## config.mk

```make
export PLATFORM = sky130hd
export DESIGN_NAME = mem_port_arbiter
export DESIGN_NICKNAME = d
export VERILOG_FILES = /design/src/rtl/mem_port_arbiter.sv
export SDC_FILE = /design/constraint.sdc
export NUM_CORES = 1
export LEC_CHECK = 0
export CAP_MARGIN = 20
export CELL_PAD_IN_SITES_DETAIL_PLACEMENT = 1
export CELL_PAD_IN_SITES_GLOBAL_PLACEMENT = 1
export CORE_MARGIN = 2
export CORE_UTILIZATION = 33
export DETAILED_ROUTE_END_ITERATION = 12
export GPL_TIMING_DRIVEN = 0
export PLACE_DENSITY_LB_ADDON = 0.05
export REMOVE_ABC_BUFFERS = 1
export SLEW_MARGIN = 20
export SYNTH_ARGS = -nofsm -noshare
export SYNTH_HDL_FRONTEND = slang
export SYNTH_SLANG_ARGS = --single-unit
export TNS_END_PERCENT = 10
```

## constraint.sdc

```tcl
create_clock -name clk -period 4.09 [get_ports clk]
set_clock_uncertainty 0.1 [all_clocks]
set_input_delay 0.818 -clock clk [delete_from_list [all_inputs] [get_ports clk]]
set_output_delay 0.818 -clock clk [all_outputs]
set_load 0.03 [all_outputs]
```

## src/rtl/mem_port_arbiter.sv

```systemverilog
// Arbiter/sequencer sharing one fixed-latency single-port memory between
// instruction fetch and the MEM stage; data port wins ties unless fetch is starved.
module mem_port_arbiter #(
  parameter int ADDR_W       = 32,
  parameter int DATA_W       = 32,
  parameter int MEM_LATENCY  = 1,
  parameter int STARVE_LIMIT = 3
) (
  input  logic              clk,
  input  logic              reset,
  input  logic              if_req,
  input  logic [ADDR_W-1:0] if_addr,
  output logic [DATA_W-1:0] if_rdata,
  output logic              if_ready,
  input  logic              d_req,
  input  logic              d_we,
  input  logic [ADDR_W-1:0] d_addr,
  input  logic [DATA_W-1:0] d_wdata,
  output logic [DATA_W-1:0] d_rdata,
  output logic              d_ready,
  output logic              mem_en,
  output logic              mem_we,
  output logic [ADDR_W-1:0] mem_addr,
  output logic [DATA_W-1:0] mem_wdata,
  input  logic [DATA_W-1:0] mem_rdata,
  output logic              stall_if,
  output logic              stall_mem,
  output logic              busy
);

  typedef enum logic [1:0] {IDLE, ISSUE, WAIT, RESP} state_t;

  localparam logic [3:0] LAT_LAST = 4'(MEM_LATENCY - 1);
  localparam logic [3:0] S_LIMIT  = 4'(STARVE_LIMIT);

  state_t            state_q, state_d;
  logic              own_d_q, own_d_d;
  logic [ADDR_W-1:0] addr_q, addr_d;
  logic              we_q, we_d;
  logic [DATA_W-1:0] wdata_q, wdata_d;
  logic [DATA_W-1:0] if_rdata_q, if_rdata_d;
  logic [DATA_W-1:0] d_rdata_q, d_rdata_d;
  logic [3:0]        wcnt_q, wcnt_d;
  logic [3:0]        starve_q, starve_d;
  logic              grant_d;

  always_comb begin
    state_d    = state_q;
    own_d_d    = own_d_q;
    addr_d     = addr_q;
    we_d       = we_q;
    wdata_d    = wdata_q;
    if_rdata_d = if_rdata_q;
    d_rdata_d  = d_rdata_q;
    wcnt_d     = wcnt_q;
    starve_d   = starve_q;
    grant_d    = d_req & (~if_req | (starve_q != S_LIMIT));
    unique case (state_q)
      IDLE: begin
        if (if_req | d_req) begin
          state_d = ISSUE;
          own_d_d = grant_d;
          addr_d  = grant_d ? d_addr : if_addr;
          we_d    = grant_d & d_we;
          if (grant_d) wdata_d = d_wdata;
          // fetch cannot lose once the counter is at the limit, so no overflow
          if (!grant_d) starve_d = '0;
          else if (if_req) starve_d = starve_q + 4'd1;
        end
      end
      ISSUE: begin
        state_d = WAIT;
        wcnt_d  = '0;
      end
      WAIT: begin
        if (wcnt_q == LAT_LAST) begin
          state_d = RESP;
          if (!we_q) begin
            if (own_d_q) d_rdata_d = mem_rdata;
            else if_rdata_d = mem_rdata;
          end
        end else begin
          wcnt_d = wcnt_q + 4'd1;
        end
      end
      RESP: state_d = IDLE;
      default: state_d = IDLE;
    endcase
  end

  always_ff @(posedge clk) begin
    if (reset) begin
      state_q    <= IDLE;
      own_d_q    <= 1'b0;
      addr_q     <= '0;
      we_q       <= 1'b0;
      wdata_q    <= '0;
      if_rdata_q <= '0;
      d_rdata_q  <= '0;
      wcnt_q     <= '0;
      starve_q   <= '0;
    end else begin
      state_q    <= state_d;
      own_d_q    <= own_d_d;
      addr_q     <= addr_d;
      we_q       <= we_d;
      wdata_q    <= wdata_d;
      if_rdata_q <= if_rdata_d;
      d_rdata_q  <= d_rdata_d;
      wcnt_q     <= wcnt_d;
      starve_q   <= starve_d;
    end
  end

  assign mem_en    = (state_q == ISSUE);
  assign mem_we    = we_q;
  assign mem_addr  = addr_q;
  assign mem_wdata = wdata_q;
  assign if_rdata  = if_rdata_q;
  assign d_rdata   = d_rdata_q;
  assign if_ready  = (state_q == RESP) & ~own_d_q;
  assign d_ready   = (state_q == RESP) & own_d_q;
  assign busy      = (state_q != IDLE);
  assign stall_if  = if_req & ~if_ready;
  assign stall_mem = d_req & ~d_ready;

endmodule

```

==> impl_results.md, run 1 <==
- Cell count after synthesis: ~670
- Area of the multi-input gates: roughly 3000 µm²
- CTS Buf Count: 17
- Crit-path max FO: 34
- CP required: about 3200 ps
- Iter 0 DRT Violations: 213
- Setup crit start kind: flip-flop
- Placer congestion estimate: 0.7915
- Count leader, synth: dfxtp_1
- Area after DPL: 9019 µm²
- Max Slew Vio Count: 0
- Nature of the critical path endpoint: primary output
- Non-Filler Cell Area, Final: 9717 µm²
- Finished Layout Cells: 1138
- Avg Synthesized Cell Area: 9.252 µm²
- Ranking of synthesized cells by area: dfxtp_1 (45%), mux2i_1 (11%), nand2b_1 (9.9%)
- Post-Syn Area: between 6000 and 7000 µm²
- Gr ovfl total: 0
- Vias in the first global route: 6514
- Final worst path period share: 0.8945
- Global-route wire length before repair: 34200 µm
- Prevailing post-synth register cell: dfxtp_1
- Post-CTS Hold Fix Bufs: 0
- Worst min-delay path class: flip-flop to flip-flop
- Post-synth ARST share: 0
- Max-capacitance violation count: 0
- CTS H-tree lvls: 4
- Bufs on Longest Clock Path: 2
- 1st-pass router iterations: 5
- Worst-skew pair later-pin latency: 420 ps
- Core outline area: 18580 µm²
- Clock-pin transition on the worst setup and hold timing paths: 60 ps
- Io pins: 268
- Initial antenna violation count: 0
- Critical path class: flip-flop to primary output
- Largest net degree at the start of global routing: 122
- CTS tree: yes
- Area grow syn2layout: 56.98%
- Initial Util: 0.3331
- Worst r2r src: wcnt_q[0]
- Crit path launch: state_q[0]
- PwrDens: 614.0 nW/µm²
- Final WL: 21680 µm
- Sink Count: 140
- Final hold vios: 0
- Die area: 19870 µm²
- Top-area cell type share of the netlist area: 0.4528
- # rows: 50
- YS warnings: 0
- Register area: 2803 µm²
- Placed insts: 1107
- Critical path arrival: 2740 ps
- Synthesized flop and latch total: 140
- Seq/Total Area, Yosys: 0.4528
- Hold slack: 376.0 ps
- Dpl ws: around 360 ps
- Die X: 141.0 µm
- Tmin final: 3659 ps
- Worst hold start: if_rdata[24]
- Drt wl/cell: 19.05 µm
- Antenna Cells: 0
- EDFF count, synth: 0
- Die height: 141.0 µm
- Status: finished clean
- Synth top cells by count: dfxtp_1 (140), nand2b_1 (98), mux2i_1 (65)
- RSZ-0062 raised after global routing: false
- Fmax: 273.3 MHz
- Via count: 6047
- Slew @ Worst Pin: between 800 and 900 ps
- Unique masters post-synth: 37
- Final worst slack: 431.5 ps
- Cell taking the most area after synthesis: dfxtp_1
- Leakage: ~3.6 nW
- HPWL Detailed: between 10000 and 15000 µm
- Layout cells sized above 1: 0.05310
- Root buffer cell: clkbuf_16
- Residual DRC count: 0
- Setup Viol. Count Final: 0
- Fillers: ~2000
- GR Util All Layers: 0.2153
- Worst vdd ir: 0.3173 mV
- PortBufs: around 270
- Layout net count: 1032
- Vias per cell: roughly 5.3
- DRT antenna net count: 0
- Slew headroom: 0.4237
critical path, cell delays in order (launching register included):
cell,delay (ps)
dfxtp_1,330
inv_1,110
ha_2,410
buf_16,220
clkinv_2,470
clkdlybuf4s50_1,770
power breakdown:
part	internal [W]	leakage, nW	switching [W]
combinational	0.000965	2.16	0.00138
clock	0.00124	0.338	0.000593
sequential	0.00164	1.14	0.000151
routing by layer:
metal	wire length (µm)	GRT usage	share of wire	up-vias
met5	0	0	0	-
met3	1740	0.08560	0.080	44
li1	-	-	-	2850
met1	9001	0.2434	0.42	2942
met2	10220	0.3638	0.47	211
met4	713	0.08737	0.033	0
through the flow:
step                      total power (W)  TNS [ps]    util
final                            0.005966         0  0.5230
after detailed placement         0.004169         0  0.4854
after global placement           0.004015   -275760  0.4748
after floorplan                  0.003086         0       -
after CTS                        0.006027         0  0.5230
after global routing             0.006265         0  0.5230
area by class of cell:
class,count,share of cell area
multi-input combinational,449,0.3137
inverter,8,0.003477
timing repair buffer,276,0.2926
tap,234,0.03013
clock inverter,10,0.02434
sequential,140,0.2884
clock buffer,21,0.04739
layout by cell type (no fill, tap or decap), types with 2 or more instances in the layout:
master	n
clkdlybuf4s50_1	265
dfxtp_1	140
nand2b_1	98
mux2i_1	65
a21oi_1	40
o21ai_0	38
nand3_1	37
nor2_1	36
nand4_1	35
o31ai_1	32
a311oi_1	32
clkbuf_16	17
bufinv_16	7
inv_1	6
ha_1	6
nor2b_1	5
nand2_1	5
clkinv_4	3
buf_16	3
and2_1	2
or4_1	2
clkbuf_8	2
clkbuf_1	2
buf_6	2
buf_4	2
buf_12	2
buf_8	2
worst paths after layout:
check | slack [ps] | to | cells after the start
max | 430 | busy | 5
min | 380 | if_rdata[24] | 2
max reg2reg | 1280 | if_rdata[28] | 9
min reg2reg | 380 | if_rdata[24] | 2
registers in the layout, indices dropped and copies added, names as in the netlist:
signal and count:
d_rdata 32, state_q 2, mem_wdata 32, mem_we 1
wcnt_q 4, own_d_q 1, starve_q 4, mem_addr 32
if_rdata 32
cells by family after synthesis:
group / share of synthesized area
simple gates: 0.2143
compound gates: 0.1550
flops: 0.4528
buf+inv: 0.05862
mux: 0.1051
fa+ha+maj: 0.01415
timing repair:
action	CTS	global route
setup endpoints to repair	1	0
gates resized for setup	1	0
setup buffers	0	0
No activity file was read; power rests on OpenSTA's default activity.
==> run 2: changes to the inputs <==
--- a/config.mk
+++ b/config.mk
@@ -10,6 +10,7 @@
 export CELL_PAD_IN_SITES_GLOBAL_PLACEMENT = 1
 export CORE_MARGIN = 2
 export CORE_UTILIZATION = 33
+export CTS_CLUSTER_SIZE = 25
 export DETAILED_ROUTE_END_ITERATION = 12
 export GPL_TIMING_DRIVEN = 0
 export PLACE_DENSITY_LB_ADDON = 0.05
==> results of run 2 <==
The final DEF is identical to that of run 1; final timing and power are the same.
==> run 3: changes to the inputs <==
--- a/config.mk
+++ b/config.mk
@@ -14,6 +14,7 @@
 export DETAILED_ROUTE_END_ITERATION = 12
 export GPL_TIMING_DRIVEN = 0
 export PLACE_DENSITY_LB_ADDON = 0.05
+export RECOVER_POWER = 100
 export REMOVE_ABC_BUFFERS = 1
 export SLEW_MARGIN = 20
 export SYNTH_ARGS = -nofsm -noshare
==> impl_results.md, run 3 (synthesized netlist as in run 1, its figures left out) <==
- GR Util All Layers: 0.2153 (unchanged)
- Antenna Cells: 0 (unchanged)
- Vias in the first global route: 6514 (unchanged)
- Layout cells sized above 1: 0.04867 (-0.004425)
- Post-CTS Hold Fix Bufs: 0 (unchanged)
- Final WL: 21630 µm (-0.20%)
- Sink Count: 140 (unchanged)
- Via count: 6066 (+0.31%)
- Largest net degree at the start of global routing: 122 (unchanged)
- CTS tree: yes
- Root buffer cell: clkbuf_16
- DRT antenna net count: 0 (unchanged)
- HPWL Detailed: 14700 µm (unchanged)
- Worst r2r src: wcnt_q[0]
- Crit path launch: state_q[0]
- # rows: 50 (unchanged)
- R2r endpoint: if_rdata[28]
- Commonest non-fill, non-tap cell in the layout: dfxtp_1
- Sum Neg Setup Slack: 0 ps (unchanged)
- Critical path class: flip-flop to primary output
- CP required: 3170 ps (about the same)
- Failing checks: max-capacitance violations, max-slew violations
- PortBufs: 267 (unchanged)
- Internal power: 0.003734 W (-2.8%)
- Critical path endpoint: busy
- Vias per cell: 5.330 (+0.31%)
- Worst r2r path cells: 9 (unchanged)
- Die X: 141.0 µm (unchanged)
- Worst min-delay path class: flip-flop to flip-flop
- Setup crit start kind: flip-flop
- 1st-pass router iterations: 5 (unchanged)
- Status: finished with violations
- Io pins: 268 (unchanged)
- Worst vdd ir: 0.3159 mV (-0.46%)
- Comb power frac: 0.382 (-0.011)
- Drt wl/cell: 19.01 µm (-0.20%)
- Bufs on Longest Clock Path: 2 (unchanged)
- Max-capacitance violation count: 2 (+2)
- PwrDens: 604.0 nW/µm² (-1.6%)
- Fmax: 264.3 MHz (-3.3%)
- Overall Power: 0.005842 W (-2.1%)
- Worst-skew pair later-pin latency: 420 ps (about the same)
- Met3 Wirelength: 1747 µm (+0.40%)
- Nature of the critical path endpoint: primary output
- Top sig layer: met4
- Final hold vios: 0 (unchanged)
- Crit-path max FO: 34 (unchanged)
- Slew headroom: -0.3435 (-0.7671)
- Sw frac: 0.3608 (+0.004615)
- Layout net count: 1032 (unchanged)
- Gr ovfl total: 0 (unchanged)
- R2r setup slk: 460 ps (-820 ps)
- Clock power share: 0.313 (+0.006)
- DRT met1 WL: 8920 µm (-0.90%)
- Die height: 141.0 µm (unchanged)
- Initial Util: 0.3331 (unchanged)
- CTS H-tree lvls: 4 (unchanged)
- Reg power frac: 0.304 (+0.004)
- Setup Viol. Count Final: 0 (unchanged)
- Switch Pwr: 0.002108 W (-0.81%)
- Leakage: 4.010 nW (+10%)
- Most frequent cells in the layout: dfxtp_1 (140), dlygate4sd3_1 (135), clkdlybuf4s50_1 (130), nand2b_1 (98), mux2i_1 (65)
- Max Slew Vio Count: 33 (+33)
- Tmin final: 3783 ps (+124.8 ps)
- Final worst path period share: 0.9250 (+0.03051)
- Residual DRC count: 0 (unchanged)
- Die area: 19870 µm² (unchanged)
- RSZ-0062 raised after global routing: false
- Iter 0 DRT Violations: 266 (+25%)
- Critical path arrival: 2870 ps (+130 ps)
- Met2 WL: 10260 µm (+0.39%)
- Initial antenna violation count: 0 (unchanged)
- Placer congestion estimate: 0.7915 (unchanged)
- Slew @ Worst Pin: 2015 ps (+1151 ps)
- CTS Buf Count: 17 (unchanged)
- Core outline area: 18580 µm² (unchanged)
- Global-route wire length before repair: 34200 µm (unchanged)
- Area grow syn2layout: 56.26%
- Clock-pin transition on the worst setup and hold timing paths: 60 ps (about the same)
## run 3: layout make-up
class | count | area (µm²)
Tap cell | 234 | 292.8
Inverter | 8 | 33.78
Multi-Input combinational cell | 449 | 3040
Timing Repair Buffer | 276 | 2805
Clock buffer | 21 | 460.4
Fill cell | 2033 | 8909
Clock inverter | 10 | 236.5
Sequential cell | 140 | 2803
## run 3: timing repair
| action | CTS | global route |
|---|---|---|
| setup endpoints to repair | 1 | 0 |
| hold endpoints to repair | 0 | 0 |
| setup buffers | 0 | 0 |
| resized for setup | 1 | 0 |
## run 3: worst min-delay path by stage
stage	from	end	slack, ps	cells after the start
after floorplan	starve_q[1]	starve_q[1]	340	2
after global placement	mem_wdata[7]	mem_wdata[7]	350	2
after detailed placement	mem_wdata[31]	mem_wdata[31]	360	2
after CTS	mem_wdata[16]	mem_wdata[16]	380	2
after global routing	mem_wdata[14]	mem_wdata[14]	390	2
final	mem_wdata[18]	mem_wdata[18]	370	2
## run 3: power by group through the flow
| stage | Clock, W | Sequential [W] | Combinational [W] |
|---|---|---|---|
| finish | 0.00183 | 0.00178 | 0.00223 |
| global route | 0.00193 | 0.00182 | 0.00240 |
| CTS | 0.00187 | 0.00179 | 0.00236 |
| detailed placement | 0 | 0.00182 | 0.00235 |
| global placement | 0 | 0.00180 | 0.00222 |
| floorplan | 0 | 0.00230 | 0.000785 |
## run 3: metrics by stage
| step | hold WS (ps) | std cells | area (µm²) | util | setup slack [ps] |
|---|---|---|---|---|---|
| global route | 390.2 | 1138 | 9672 | 0.5205 | 160.7 |
| detailed placement | 364.8 | 1107 | 9019 | 0.4854 | 357.5 |
| global placement | 354.5 | 1098 | 8822 | 0.4748 | -3270 |
| finish | 372.7 | 1138 | 9672 | 0.5205 | 306.7 |
| CTS | 377.6 | 1138 | 9717 | 0.5230 | 441.5 |
| floorplan | 343.1 | 597 | 5857 | - | 998.7 |
## run 3: metal layers
layer / GRT usage / vias to the layer above
li1: - / 2853
met1: 0.2434 / 2952
met2: 0.3638 / 216
met3: 0.08560 / 45
met4: 0.08737 / 0
met5: 0 / -
## run 3: critical path: stages, from the launching register on
cell	delay (ps)
dfxtp_1	330
inv_1	110
ha_2	410
buf_16	220
clkinv_2	470
dlygate4sd3_1	890
